### config.mk
export PLATFORM = sky130hd
export DESIGN_NAME = conv2d_3_frame_scheduler
export DESIGN_NICKNAME = d
export VERILOG_FILES = /design/src/rtl/conv2d_3_frame_scheduler_pkg.sv /design/src/rtl/conv2d_3_frame_scheduler_frame_pos_counter.sv /design/src/rtl/conv2d_3_frame_scheduler.sv
export SDC_FILE = /design/constraint.sdc
export NUM_CORES = 1
export LEC_CHECK = 0
export ABC_AREA = 1
export CAP_MARGIN = 0
export CORE_AREA = 10 10 60 111
export DETAILED_ROUTE_END_ITERATION = 12
export DIE_AREA = 0 0 70 121
export HOLD_SLACK_MARGIN = 0.1
export PLACE_DENSITY = 0.8
export SLEW_MARGIN = 40
export SYNTH_ARGS = -nofsm -noshare
export SYNTH_HDL_FRONTEND = slang
export SYNTH_HIERARCHICAL = 1
export SYNTH_SLANG_ARGS = --single-unit
export TNS_END_PERCENT = 1
### constraint.sdc
create_clock -name clk_i -period 2.1 [get_ports clk_i]
set_input_delay 0.42 -clock clk_i [delete_from_list [all_inputs] [get_ports clk_i]]
set_output_delay 0.42 -clock clk_i [all_outputs]
set_load 0.02 [all_outputs]
### src/rtl/conv2d_3_frame_scheduler_pkg.sv
// Shared definitions for the conv2d_3 layer schedulers.
//   - Scheduler state encoding (2-bit, legacy-compatible constants)
//   - Padding amount applied around each input feature map
//   - Helpers for counter widths and per-frame word totals
package conv2d_3_frame_scheduler_pkg;

  localparam logic [1:0] StIdle  = 2'd0;
  localparam logic [1:0] StFeed  = 2'd1;
  localparam logic [1:0] StDrain = 2'd2;
  localparam logic [1:0] StDone  = 2'd3;

  // One padding word on each side of every row and column.
  localparam int unsigned PAD = 2;

  // Ceiling log2; clog2(1) == 0.
  function automatic int unsigned clog2(input int unsigned value);
    int unsigned result;
    int unsigned v;
    result = 0;
    v = (value > 0) ? value - 1 : 0;
    while (v > 0) begin
      result++;
      v = v >> 1;
    end
    return result;
  endfunction

  // Padded input words consumed per frame.
  function automatic int unsigned in_total(input int unsigned width);
    return (width + PAD) * (width + PAD);
  endfunction

  // Filter outputs produced per frame.
  function automatic int unsigned out_total(input int unsigned width);
    return width * width;
  endfunction

endpackage

### src/rtl/conv2d_3_frame_scheduler_frame_pos_counter.sv
// Row/column position counter for a square feature map.
// Ports:
//   clk_i   - clock
//   rst_ni  - asynchronous active-low reset
//   clr_i   - synchronous clear to (0,0); wins over en_i
//   en_i    - advance one pixel (column first, then row)
//   row_o   - current row
//   col_o   - current column
// Both coordinates wrap at Width-1, so the counter returns to (0,0) after a full frame.
module conv2d_3_frame_scheduler_frame_pos_counter #(
  parameter int unsigned Width = 56,
  parameter int unsigned PosW  = 6
) (
  input  logic            clk_i,
  input  logic            rst_ni,
  input  logic            clr_i,
  input  logic            en_i,
  output logic [PosW-1:0] row_o,
  output logic [PosW-1:0] col_o
);

  localparam logic [PosW-1:0] Last = PosW'(Width - 1);

  logic [PosW-1:0] row_q, row_d;
  logic [PosW-1:0] col_q, col_d;

  always_comb begin
    row_d = row_q;
    col_d = col_q;
    if (clr_i) begin
      row_d = '0;
      col_d = '0;
    end else if (en_i) begin
      if (col_q == Last) begin
        col_d = '0;
        row_d = (row_q == Last) ? '0 : row_q + 1'b1;
      end else begin
        col_d = col_q + 1'b1;
      end
    end
  end

  always_ff @(posedge clk_i or negedge rst_ni) begin
    if (!rst_ni) begin
      row_q <= '0;
      col_q <= '0;
    end else begin
      row_q <= row_d;
      col_q <= col_d;
    end
  end

  assign row_o = row_q;
  assign col_o = col_q;

endmodule

### src/rtl/conv2d_3_frame_scheduler.sv
// Frame scheduler for the 16-channel conv2d_3 filter bank.
// Issues one common read strobe to all padded-input FIFOs (and the filters' valid_in) only
// when every channel has data and downstream has room, counts padded input words and filter
// outputs, tags each output with its row/column and pulses done at frame completion.
// Ports:
//   clk_i              - clock
//   rst_ni             - asynchronous active-low reset
//   start_i            - begins a frame when idle
//   fifo_empty_i       - per-channel input FIFO empty flags
//   out_full_i         - downstream full; pauses reads
//   filter_valid_out_i - valid from the filter bank adder stage
//   fifo_rdreq_o       - common read strobe / filter valid_in
//   out_valid_o        - qualified output-pixel write enable
//   out_row_o/out_col_o- position of the pixel being presented
//   busy_o             - frame in progress
//   done_o             - one-cycle frame-complete pulse
//   err_extra_o        - sticky: filter output outside a frame or beyond WIDTH^2
module conv2d_3_frame_scheduler
  import conv2d_3_frame_scheduler_pkg::*;
#(
  parameter int unsigned WIDTH     = 56,
  parameter int unsigned CHANNELS  = 16,
  parameter int unsigned IN_CNT_W  = clog2((WIDTH + 2) * (WIDTH + 2) + 1),
  parameter int unsigned OUT_CNT_W = clog2(WIDTH * WIDTH + 1),
  parameter int unsigned POS_W     = (WIDTH > 1) ? clog2(WIDTH) : 1
) (
  input  logic                clk_i,
  input  logic                rst_ni,
  input  logic                start_i,
  input  logic [CHANNELS-1:0] fifo_empty_i,
  input  logic                out_full_i,
  input  logic                filter_valid_out_i,
  output logic                fifo_rdreq_o,
  output logic                out_valid_o,
  output logic [POS_W-1:0]    out_row_o,
  output logic [POS_W-1:0]    out_col_o,
  output logic                busy_o,
  output logic                done_o,
  output logic                err_extra_o
);

  localparam int unsigned IN_TOTAL  = in_total(WIDTH);
  localparam int unsigned OUT_TOTAL = out_total(WIDTH);

  localparam logic [IN_CNT_W-1:0]  InLast  = IN_CNT_W'(IN_TOTAL - 1);
  localparam logic [OUT_CNT_W-1:0] OutLast = OUT_CNT_W'(OUT_TOTAL - 1);
  localparam logic [OUT_CNT_W-1:0] OutEnd  = OUT_CNT_W'(OUT_TOTAL);

  logic [1:0]           state_q, state_d;
  logic [IN_CNT_W-1:0]  in_cnt_q, in_cnt_d;
  logic [OUT_CNT_W-1:0] out_cnt_q, out_cnt_d;
  logic                 err_q, err_d;

  logic in_feed;
  logic in_frame;
  logic frame_start;

  // Outputs decode straight from state so reset forces them low without a clock edge.
  always_comb begin
    in_feed      = (state_q == StFeed);
    in_frame     = in_feed || (state_q == StDrain);
    frame_start  = (state_q == StIdle) && start_i;
    // All channels read together or not at all; one empty FIFO stalls the whole bank.
    fifo_rdreq_o = in_feed && ~|fifo_empty_i && ~out_full_i;
    out_valid_o  = filter_valid_out_i && in_frame && (out_cnt_q < OutEnd);
    busy_o       = in_frame;
    done_o       = (state_q == StDone);
    err_extra_o  = err_q;
  end

  always_comb begin
    state_d   = state_q;
    in_cnt_d  = in_cnt_q;
    out_cnt_d = out_cnt_q;
    // Any filter output that could not be forwarded is an error.
    err_d     = err_q | (filter_valid_out_i & ~out_valid_o);

    if (fifo_rdreq_o) begin
      in_cnt_d = in_cnt_q + 1'b1;
    end
    if (out_valid_o) begin
      out_cnt_d = out_cnt_q + 1'b1;
    end

    case (state_q)
      StIdle: begin
        if (start_i) begin
          state_d   = StFeed;
          in_cnt_d  = '0;
          out_cnt_d = '0;
        end
      end
      StFeed: begin
        if (fifo_rdreq_o && (in_cnt_q == InLast)) begin
          state_d = StDrain;
        end
      end
      StDrain: begin
        // Covers both the last output landing here and one that already arrived in FEED.
        if ((out_cnt_q == OutEnd) || (out_valid_o && (out_cnt_q == OutLast))) begin
          state_d = StDone;
        end
      end
      StDone: begin
        state_d = StIdle;
      end
      default: begin
        state_d = StIdle;
      end
    endcase
  end

  always_ff @(posedge clk_i or negedge rst_ni) begin
    if (!rst_ni) begin
      state_q   <= StIdle;
      in_cnt_q  <= '0;
      out_cnt_q <= '0;
      err_q     <= 1'b0;
    end else begin
      state_q   <= state_d;
      in_cnt_q  <= in_cnt_d;
      out_cnt_q <= out_cnt_d;
      err_q     <= err_d;
    end
  end

  conv2d_3_frame_scheduler_frame_pos_counter #(
    .Width (WIDTH),
    .PosW  (POS_W)
  ) u_pos (
    .clk_i  (clk_i),
    .rst_ni (rst_ni),
    .clr_i  (frame_start),
    .en_i   (out_valid_o),
    .row_o  (out_row_o),
    .col_o  (out_col_o)
  );

endmodule

# Word-level counts from Yosys, hierarchy flattened
# Cells that the tools add are included.
# word_totals
regBits	39
input_bits	21
out_inout_bits	17
wordCells	59
# classes
addsub	4
order_cmp	1
eq_ne	11
n_mux	17
bitwise	4
n_reduce_logical	16
# ops
operator	count
$mux W12	6
$mux W6	7
$eq A12 B12 Y1 const B	3
$add A12 B1 Y12 const B	2
$reduce_or A16 Y1	1
$add A6 B1 Y6 const B	2
$eq A6 B6 Y1 const B	2
$lt A12 B12 Y1 const B	1
$pmux W2 S4	1
$logic_and A1 B1 Y1	7
$mux W2	3
$eq A2 B2 Y1 const B	2
$ne A2 B1 Y1 const B	2
$reduce_bool A2 Y1	2
$reduce_and A3 Y1	1
$eq A2 B1 Y1 const B	1
$logic_not A2 Y1	1
$logic_or A1 B1 Y1	2
$ne A2 B2 Y1 const B	1
$not A1 Y1	2
$reduce_and A2 Y1	1
$and A1 B1 Y1	1
$logic_not A1 Y1	1
$or A1 B1 Y1	1

# Longest topological paths before layout
# Gate-level depths: netlist (run 1).
# logic_depth
ltp_word	8
mapped_depth	11
ltp_nobuf	11

# Hierarchy
# The synthesis (run 1) kept the hierarchy.
# by_module_without_submodules
mod	instances	cells_per_inst	area_per_inst_um2	seq_area_each_um2
conv2d_3_frame_scheduler	1	268	1938.1	675.6
conv2d_3_frame_scheduler_frame_pos_counter	1	92	696.9	300.3

# Worst setup path after synthesis (run 1)
# Ideal clock, no wire load.
# synth_path
path_kind	register -> register
start	register state_q[0]
end	register u_pos.row_q[5], in the netlist u_pos/row_o[5]
setup_time_ps	113
arrival_ps	1788
required_ps	1987
slack_ps	199
path_stages_with_launch	11
n_path_buf	1
period_less_slack_ps	1901
path_cell_list	dfrtp_1 -> inv_1 -> ha_1 -> nand2_1 -> a21oi_2 -> buf_6 -> inv_1 -> o21ai_4 -> nand2_2 -> nand2_1 -> inv_1
# synth_between
elab_chain_len	6
elab_cells_between_ends	11
cone_classes	eq/ne (2); mux (1); reduce/logical (8)
# synth_rtl
item	line_no	rtl
start: declaration	conv2d_3_frame_scheduler.sv:49	logic [1:0] state_q, state_d;
start signal: assignment	conv2d_3_frame_scheduler.sv:115	state_q <= StIdle;
start signal: assignment	conv2d_3_frame_scheduler.sv:120	state_q <= state_d;
$eq A2 B1 Y1 / $eq A2 B2 Y1 (equally long branches)	conv2d_3_frame_scheduler.sv:60, conv2d_3_frame_scheduler.sv:61	
$logic_or A1 B1 Y1 *	conv2d_3_frame_scheduler.sv:61	in_frame = in_feed || (state_q == StDrain);
named net busy_o	conv2d_3_frame_scheduler.sv:37	output logic busy_o,
$logic_and A1 B1 Y1 * (2 in a row)	conv2d_3_frame_scheduler.sv:65	out_valid_o = filter_valid_out_i && in_frame && (out_cnt_q < OutEnd);
named net out_valid_o	conv2d_3_frame_scheduler.sv:34	output logic out_valid_o,
$reduce_bool A2 Y1 (no line) *	n/a	
$reduce_and A2 Y1 (no line) *	n/a	
end signal: assignment	conv2d_3_frame_scheduler_frame_pos_counter.sv:48	row_q <= row_d;
end: declaration	conv2d_3_frame_scheduler_frame_pos_counter.sv:24	logic [PosW-1:0] row_q, row_d;
# Mark *: on every way through the listed nets, which the timed path passes. The rest lies on a longest branch.
# A chain may end at the register's enable or synchronous reset.

# Final worst setup path (run 1)
# layout_path
start	register state_q[0]
end	output port busy_o
# layout_between
elab_chain_len	2
elab_cells_between_ends	3
cone_classes	eq/ne (2); reduce/logical (1)
# layout_rtl
item	line_no
$eq A2 B1 Y1 / $eq A2 B2 Y1 (equally long branches)	conv2d_3_frame_scheduler.sv:60, conv2d_3_frame_scheduler.sv:61
$logic_or A1 B1 Y1 *	conv2d_3_frame_scheduler.sv:61
end: declaration	conv2d_3_frame_scheduler.sv:37
# Mark *: on every way between the ends. The rest lies on a longest branch, timed or not.

==> impl_results.rst, run 1 <==
.. list-table::
   :header-rows: 1

   * - Metric
     - Value
   * - Number of violations reported at the end of detailed-routing iteration 0
     - 162
   * - Type of the worst min-delay path
     - reg2reg
   * - Maximum number of buffers from clock root to sink
     - 2
   * - Number of DRC violations after detailed routing
     - 0
   * - Layout area overhead
     - 25.9%
   * - Worst-margin pin slew
     - 399 ps
   * - Post-synth net total
     - slightly below 400
   * - Portion of netlist area occupied by mux cells
     - 0%
   * - Number of global-route vias before repair
     - 2,598
   * - Final clock period utilization by the worst path
     - a little over nine tenths
   * - Most common cell after layout, fill and taps aside
     - sky130_fd_sc_hd__nand2_1
   * - Synthesized-area fraction occupied by xor and xnor cells
     - approximately 2%
   * - Number of library cell types mapped by synthesis
     - 36
   * - CTS tree
     - built
   * - Final antenna-violating net count
     - 0
   * - Die outline height
     - roughly 120 um
   * - R2R cell count
     - 10
   * - Commonest cells after routing, fill and taps aside
     - sky130_fd_sc_hd__nand2_1, sky130_fd_sc_hd__nor2_1, sky130_fd_sc_hd__dfrtp_1, sky130_fd_sc_hd__inv_1, sky130_fd_sc_hd__clkdlybuf4s50_1
   * - Pwr per Cell Area
     - 972 mW/mm2
   * - Aggregate negative setup slack
     - 0 ps
   * - Min cycle time layout
     - approximately 2000 ps
   * - Compound-Gate Fraction of Synth Area
     - 9.16%
   * - Launching point of the worst reg2reg path
     - state_q[0]
   * - Post-synth EDFFs
     - 0
   * - Worst setup path class
     - reg2out
   * - Synthesized cell area
     - 0.00264 mm2
   * - Dominant combinational cell family by area after synthesis
     - simple AND/OR/NAND/NOR gates
   * - Flip-flop and latch count after synthesis
     - 39
   * - Clk_lat worst skew
     - ~300 ps
   * - Post-synthesis share of cell area spent on and, or, nand and nor gates
     - ~40%
   * - CTS Root Cell
     - sky130_fd_sc_hd__clkbuf_8
   * - Initial standard-cell utilization of the core
     - a little over half
   * - Endpoint required time on the critical path
     - 1680 ps
   * - Buffers on Ports
     - 37
   * - Critical Path Sink Type
     - output pin
   * - Share of layout cells above drive strength 1
     - between 10% and 20%
   * - Via count
     - 2,500
   * - Peak supply drop
     - about 0.86 mV
   * - Maximum number of pins on one net before global-route repair
     - 40
   * - Count of cells along the worst hold path
     - 1
   * - CTS clock-pin slew for the worst setup and hold paths
     - 80 ps
   * - Hold EP
     - err_extra_o
   * - Final-report setup violation count
     - 0
   * - Dpl cells
     - 467
   * - Final clock skew
     - 13.0 ps
   * - Drt via density
     - 5.25
   * - Die outline width
     - 70 um
   * - Per-instance average area after synthesis
     - 7.32 um2
   * - CTS Sinks
     - 39
   * - Unrepaired setup endpoints after global routing
     - false
   * - TritonCTS buffer count
     - 5
   * - Number of search-and-repair iterations in the first detailed-routing pass
     - 4
   * - Timing-limited maximum frequency
     - between 0.4 and 0.5 GHz
   * - # diodes
     - 0
   * - Std cell rows
     - 36
   * - Routability congestion estimate from global placement
     - slightly above 0.8
   * - Full die area
     - 0.00847 mm2
   * - Register-to-register setup slack
     - around 160 ps
   * - Run status
     - finished clean
   * - Proportion of synthesized flip-flops having asynchronous set or reset
     - 100%
   * - Type of origin of the critical path
     - flip-flop
   * - Net count of the finished layout
     - 449
   * - Critical Path AT
     - 1610 ps
   * - Routed length per placed instance
     - 13.8 um
   * - Max-cap violation count
     - 0
   * - Number of levels in the clock H-tree
     - 2
   * - Filler cells
     - 426
   * - Primary FF master, synth
     - sky130_fd_sc_hd__dfrtp_1
   * - Number of warning messages in the yosys log
     - 6
   * - Count of non-filler cells in the finished layout
     - 476
   * - Io pins
     - 38
   * - Total wirelength of the detailed-routed design
     - 6580 um
   * - Worst max-slew margin expressed relative to the limit
     - 73.3%
   * - DPL Wire Length
     - 5110 um
   * - Total area of multi-input combinational cells
     - 0.00147 mm2
   * - Leakage dissipation
     - 1.56 nW
   * - Gate Count Post-Synth
     - 360
   * - Critical Path Source
     - state_q[0]
   * - Total global routing track utilization
     - ~16%
   * - Largest fanout on the critical path
     - 4
   * - Initial antenna violation count
     - 0
   * - Sequential area share after synthesis
     - between 30% and 40%
   * - Pre-CTS WS
     - -267 ps
   * - Final Worst Setup Slack
     - 72.9 ps
   * - Area of the core
     - 0.00486 mm2
   * - Global-route wire length before repair
     - between 10,000 and 15,000 um
   * - Arithmetic-cell share of the synthesized area counting full adders, half adders and majority gates
     - 4.75%
   * - Number of pins exceeding their max-slew limit in the final report
     - 0
   * - Terminus of the critical flop-to-flop path
     - u_pos/row_o[5]
   * - Beginning of the worst hold path
     - err_extra_o
   * - Number of hold-slack violations in the final timing report
     - 0
   * - Total gr overflow
     - 0
   * - Area used by sequential logic in the layout
     - 976 um2
[worst max-delay path, stage by stage (launching register included)]
cell and delay [ps]:
sky130_fd_sc_hd__dfrtp_1 420, sky130_fd_sc_hd__inv_1 100, sky130_fd_sc_hd__ha_1 320, sky130_fd_sc_hd__buf_4 160, sky130_fd_sc_hd__dlygate4sd2_1 320
[final cells by class]
type	count	area share [%]
clock buffers	6	2.19
clock inverters	2	1.81
inverters	47	5.32
multi-input cells	272	44.3
flip-flops and latches	39	29.4
well taps	57	2.15
repair buffers	53	14.8
[registers in the layout, summed over array words and instances, names as in the netlist]
name	cells
err_extra_o	1
u_pos/row_o	6
u_pos/col_o	6
state_q	2
in_cnt_q	12
out_cnt_q	12
[cells by family (layout without fill, tap and decap cells)]
group / after synthesis / count (layout)
adder cells (fa/ha/maj): 10 / 10
flip-flops: 39 / 39
AND/OR/NAND/NOR: 218 / 218
XOR/XNOR: 6 / 6
AO/OA/AOI/OAI: 38 / 38
buffers and inverters: 49 / 108
[metal layers]
metal / part of all wire [%] / wire, um / up-vias / global-route usage (%)
li1: - / - / 1276 / -
met1: 36 / 2380 / 1166 / 13.4
met2: 58 / 3830 / 46 / 31.9
met3: 3.3 / 220 / 12 / 4.01
met4: 2.4 / 159 / 0 / 8.44
met5: 0 / 0 / - / 0
[power by group]
group          internal (mW)  total (mW)  leakage [nW]  switching, mW
sequential             0.881        1.05         0.523          0.165
combinational          0.584        1.43         0.975          0.845
clock                  0.475       0.749        0.0654          0.274
[synthesized netlist by cell type, types with 2 or more instances]
cell / instances / area [um2]
sky130_fd_sc_hd__a21oi_1: 13 / 65.1
sky130_fd_sc_hd__a21oi_2: 2 / 17.5
sky130_fd_sc_hd__a22oi_1: 4 / 30.0
sky130_fd_sc_hd__dfrtp_1: 39 / 976
sky130_fd_sc_hd__ha_1: 10 / 125
sky130_fd_sc_hd__inv_1: 39 / 146
sky130_fd_sc_hd__inv_2: 8 / 30.0
sky130_fd_sc_hd__nand2_1: 92 / 345
sky130_fd_sc_hd__nand2_2: 10 / 62.6
sky130_fd_sc_hd__nand3_1: 27 / 135
sky130_fd_sc_hd__nand3_4: 2 / 35.0
sky130_fd_sc_hd__nand4_1: 11 / 68.8
sky130_fd_sc_hd__nor2_1: 49 / 184
sky130_fd_sc_hd__nor2_2: 8 / 50.1
sky130_fd_sc_hd__nor2_4: 4 / 45.0
sky130_fd_sc_hd__nor3_1: 6 / 30.0
sky130_fd_sc_hd__nor3_2: 2 / 20.0
sky130_fd_sc_hd__nor3_4: 2 / 32.5
sky130_fd_sc_hd__o21a_1: 2 / 15.0
sky130_fd_sc_hd__o21ai_0: 5 / 25.0
sky130_fd_sc_hd__o21ai_1: 6 / 30.0
sky130_fd_sc_hd__xnor2_1: 2 / 17.5
sky130_fd_sc_hd__xor2_1: 4 / 35.0
[through the flow]
| stage | utilization [%] | power, mW | cell area, um2 | hold slack, ps |
|---|---|---|---|---|
| 2_1_floorplan | - | 1.93 | 2640 | 124 |
| 3_3_place_gp | 65.4 | 2.48 | 3180 | 403 |
| 3_5_place_dp | 65.4 | 2.51 | 3180 | 408 |
| 4_1_cts | 68.3 | 3.25 | 3320 | 465 |
| 5_1_grt | 68.2 | 3.44 | 3320 | 472 |
| 6_report | 68.2 | 3.22 | 3320 | 462 |
[repair_timing]
action | CTS | global route
buffers inserted | 0 | 0
hold endpoints to repair | 39 | 0
resized for setup | 6 | 5
endpoints found under the setup margin | 3 | 2
hold buffers | 1 | 0
[worst max-delay path by stage]
stage / endpoint / slack, ps / cells after the start
2_1_floorplan: u_pos/row_o[5] / 200 / 10
4_1_cts: fifo_rdreq_o / 0.9 / 9
3_3_place_gp: fifo_rdreq_o / -250 / 7
3_5_place_dp: fifo_rdreq_o / -270 / 7
6_report: busy_o / 70 / 4
5_1_grt: busy_o / 20 / 4
Power figures use the tool's default switching activity.
==> inputs of run 2 (changes only) <==
--- a/config.mk
+++ b/config.mk
@@ -6,13 +6,12 @@
 export NUM_CORES = 1
 export LEC_CHECK = 0
 export ABC_AREA = 1
-export CAP_MARGIN = 0
-export CORE_AREA = 10 10 60 111
+export CORE_AREA = 10 10 63 117
 export DETAILED_ROUTE_END_ITERATION = 12
-export DIE_AREA = 0 0 70 121
+export DIE_AREA = 0 0 73 127
 export HOLD_SLACK_MARGIN = 0.1
-export PLACE_DENSITY = 0.8
-export SLEW_MARGIN = 40
+export PLACE_DENSITY = 0.75
+export SLEW_MARGIN = 20
 export SYNTH_ARGS = -nofsm -noshare
 export SYNTH_HDL_FRONTEND = slang
 export SYNTH_HIERARCHICAL = 1
==> constraint.sdc (replaced) <==
create_clock -name clk_i -period 1.65 [get_ports clk_i]
set_input_delay 0.33 -clock clk_i [delete_from_list [all_inputs] [get_ports clk_i]]
set_output_delay 0.33 -clock clk_i [all_outputs]
set_load 0.02 [all_outputs]
==> impl_results.rst, run 2 (synthesis results as in run 1) <==
.. list-table::
   :header-rows: 1

   * - Metric
     - Value
   * - Run status
     - complete, but fails checks
   * - Violated checks
     - setup timing
   * - Leakage dissipation
     - 1.74 nW
   * - Timing-limited maximum frequency
     - roughly 0.56 GHz
   * - Clk_lat worst skew
     - 280 ps
   * - Worst-margin pin slew
     - 500 ps
   * - Total area of multi-input combinational cells
     - about 0.0016 mm2
   * - Critical Path Max Stage Delay
     - about 420 ps
   * - Commonest cells after routing, fill and taps aside
     - sky130_fd_sc_hd__nand2_1, sky130_fd_sc_hd__nor2_1, sky130_fd_sc_hd__dfrtp_1, sky130_fd_sc_hd__inv_1, sky130_fd_sc_hd__buf_4
   * - Cell type group with the largest total delay on the critical path
     - flip-flops
   * - Total global routing track utilization
     - 14.4%
   * - Total power
     - ~4.5 mW
   * - Number of levels in the clock H-tree
     - 2
   * - Initial standard-cell utilization of the core
     - 47.4%
   * - Number of pins exceeding their max-slew limit in the final report
     - 0
   * - Area of the core
     - 0.00556 mm2
   * - Routed length per placed instance
     - 13.1 um
   * - Unrepaired setup endpoints after global routing
     - true
   * - TritonCTS buffer count
     - 5
   * - Total wirelength of the detailed-routed design
     - around 6500 um
   * - Die outline width
     - 73 um
   * - Top Registers
     - in_cnt_q x12, out_cnt_q x12
   * - Critical Path AT
     - 1460 ps
   * - Final clock period utilization by the worst path
     - 109%
   * - Final antenna-violating net count
     - 0
   * - Io pins
     - 38
   * - Type of the worst min-delay path
     - in2async
   * - CTS tree
     - built
   * - Std cell rows
     - 39
   * - WHS
     - 92.3 ps
   * - Full die area
     - 0.00927 mm2
   * - Pre-CTS WS
     - -536 ps
   * - Buffers on Ports
     - 37
   * - Routability congestion estimate from global placement
     - about 0.93
   * - CTS clock-pin slew for the worst setup and hold paths
     - 50 ps
   * - Aggregate negative setup slack
     - -492 ps
   * - Critical Path Sink Type
     - output pin
   * - Final Worst Setup Slack
     - -141 ps
   * - Series of cell instances along the critical path
     - inv_2 -> ha_4 -> nand2_4 -> a21oi_4 -> buf_4
   * - DPL Wire Length
     - between 4000 and 5000 um
   * - Min cycle time layout
     - 1790 ps
   * - Largest fanout on the critical path
     - 4
   * - Final-report setup violation count
     - 9
   * - CTS Sinks
     - 39
   * - Maximum number of buffers from clock root to sink
     - 2
   * - Cell with the largest stage delay on the worst path
     - sky130_fd_sc_hd__dfrtp_2
   * - Worst max-slew margin expressed relative to the limit
     - 66.7%
   * - Peak supply drop
     - 1.00 mV
   * - Buffers & Inverters on Critical Path
     - 2
   * - Area used by sequential logic in the layout
     - roughly 980 um2
   * - Max-cap violation count
     - 0
   * - Worst setup path class
     - reg2out
   * - Final clock skew
     - approximately 4 ps
   * - Layout area overhead
     - 34.9%
   * - Number of global-route vias before repair
     - roughly 2,600
   * - Type of origin of the critical path
     - flip-flop
   * - Endpoint required time on the critical path
     - 1320 ps
   * - Maximum number of pins on one net before global-route repair
     - 40
   * - Net count of the finished layout
     - 463
   * - Die outline height
     - 127 um
   * - CTS Root Cell
     - sky130_fd_sc_hd__clkbuf_16
   * - # diodes
     - 0
   * - Number of hold-slack violations in the final timing report
     - 0
   * - Initial antenna violation count
     - 0
   * - Global-route wire length before repair
     - about 11,000 um
   * - Total gr overflow
     - 0
   * - Number of DRC violations after detailed routing
     - 0
   * - Drt via density
     - between 5 and 6
   * - Finished Core Util
     - 63.9%
   * - Number of violations reported at the end of detailed-routing iteration 0
     - 159
   * - Filler cells
     - approximately 480
   * - Number of search-and-repair iterations in the first detailed-routing pass
     - 4
   * - Most common cell after layout, fill and taps aside
     - sky130_fd_sc_hd__nand2_1
   * - Share of layout cells above drive strength 1
     - approximately a quarter
   * - Pwr per Cell Area
     - 1280 mW/mm2
   * - Via count
     - 2,575
[run 2: through the flow]
step                area (um2)  instances
floorplan                 2660        360
global placement          3300        484
detailed placement        3300        484
CTS                       3490        492
global route              3550        494
finish                    3550        494
[run 2: what timing repair did]
item | CTS | global route
gates resized for setup | 33 | 21
hold buffers | 0 | 0
buffers inserted | 0 | 2
setup endpoints to repair | 31 | 31
pin swaps | 6 | 4
[run 2: final timing paths]
check                                  from           to  slack, ps  cells past startpoint
worst max-delay path             state_q[0]  out_valid_o       -140                      5
worst min-delay path                 rst_ni   state_q[0]         90                      2
worst max register to register   state_q[0]   state_q[0]        -70                     10
worst min register to register  err_extra_o  err_extra_o        470                      1
max in group asynchronous            rst_ni   state_q[0]       1200                      2
min in group clk_i              err_extra_o  err_extra_o        470                      1
[run 2: cell type report]
class | count | area share, %
timing repair buffer | 67 | 16.9
clock buffer | 7 | 4.29
tap | 61 | 2.15
clock inverter | 1 | 0.211
inverter | 47 | 5.10
multi-input combinational | 272 | 43.9
sequential | 39 | 27.5
[run 2: power breakdown]
part / leakage [nW] / switching (mW) / total [mW] / internal [mW]
Clock: 0.0761 / 0.373 / 1.02 / 0.642
Sequential: 0.522 / 0.192 / 1.32 / 1.13
Combinational: 1.15 / 1.25 / 2.21 / 0.961
[run 2: routing by layer]
| layer | track usage (%) | vias up | share of wire (%) |
|---|---|---|---|
| li1 | - | 1299 | - |
| met2 | 24.7 | 53 | 53 |
| met1 | 16.2 | 1213 | 40 |
| met5 | 0 | - | 0 |
| met3 | 3.72 | 10 | 5.3 |
| met4 | 5.28 | 0 | 1.5 |
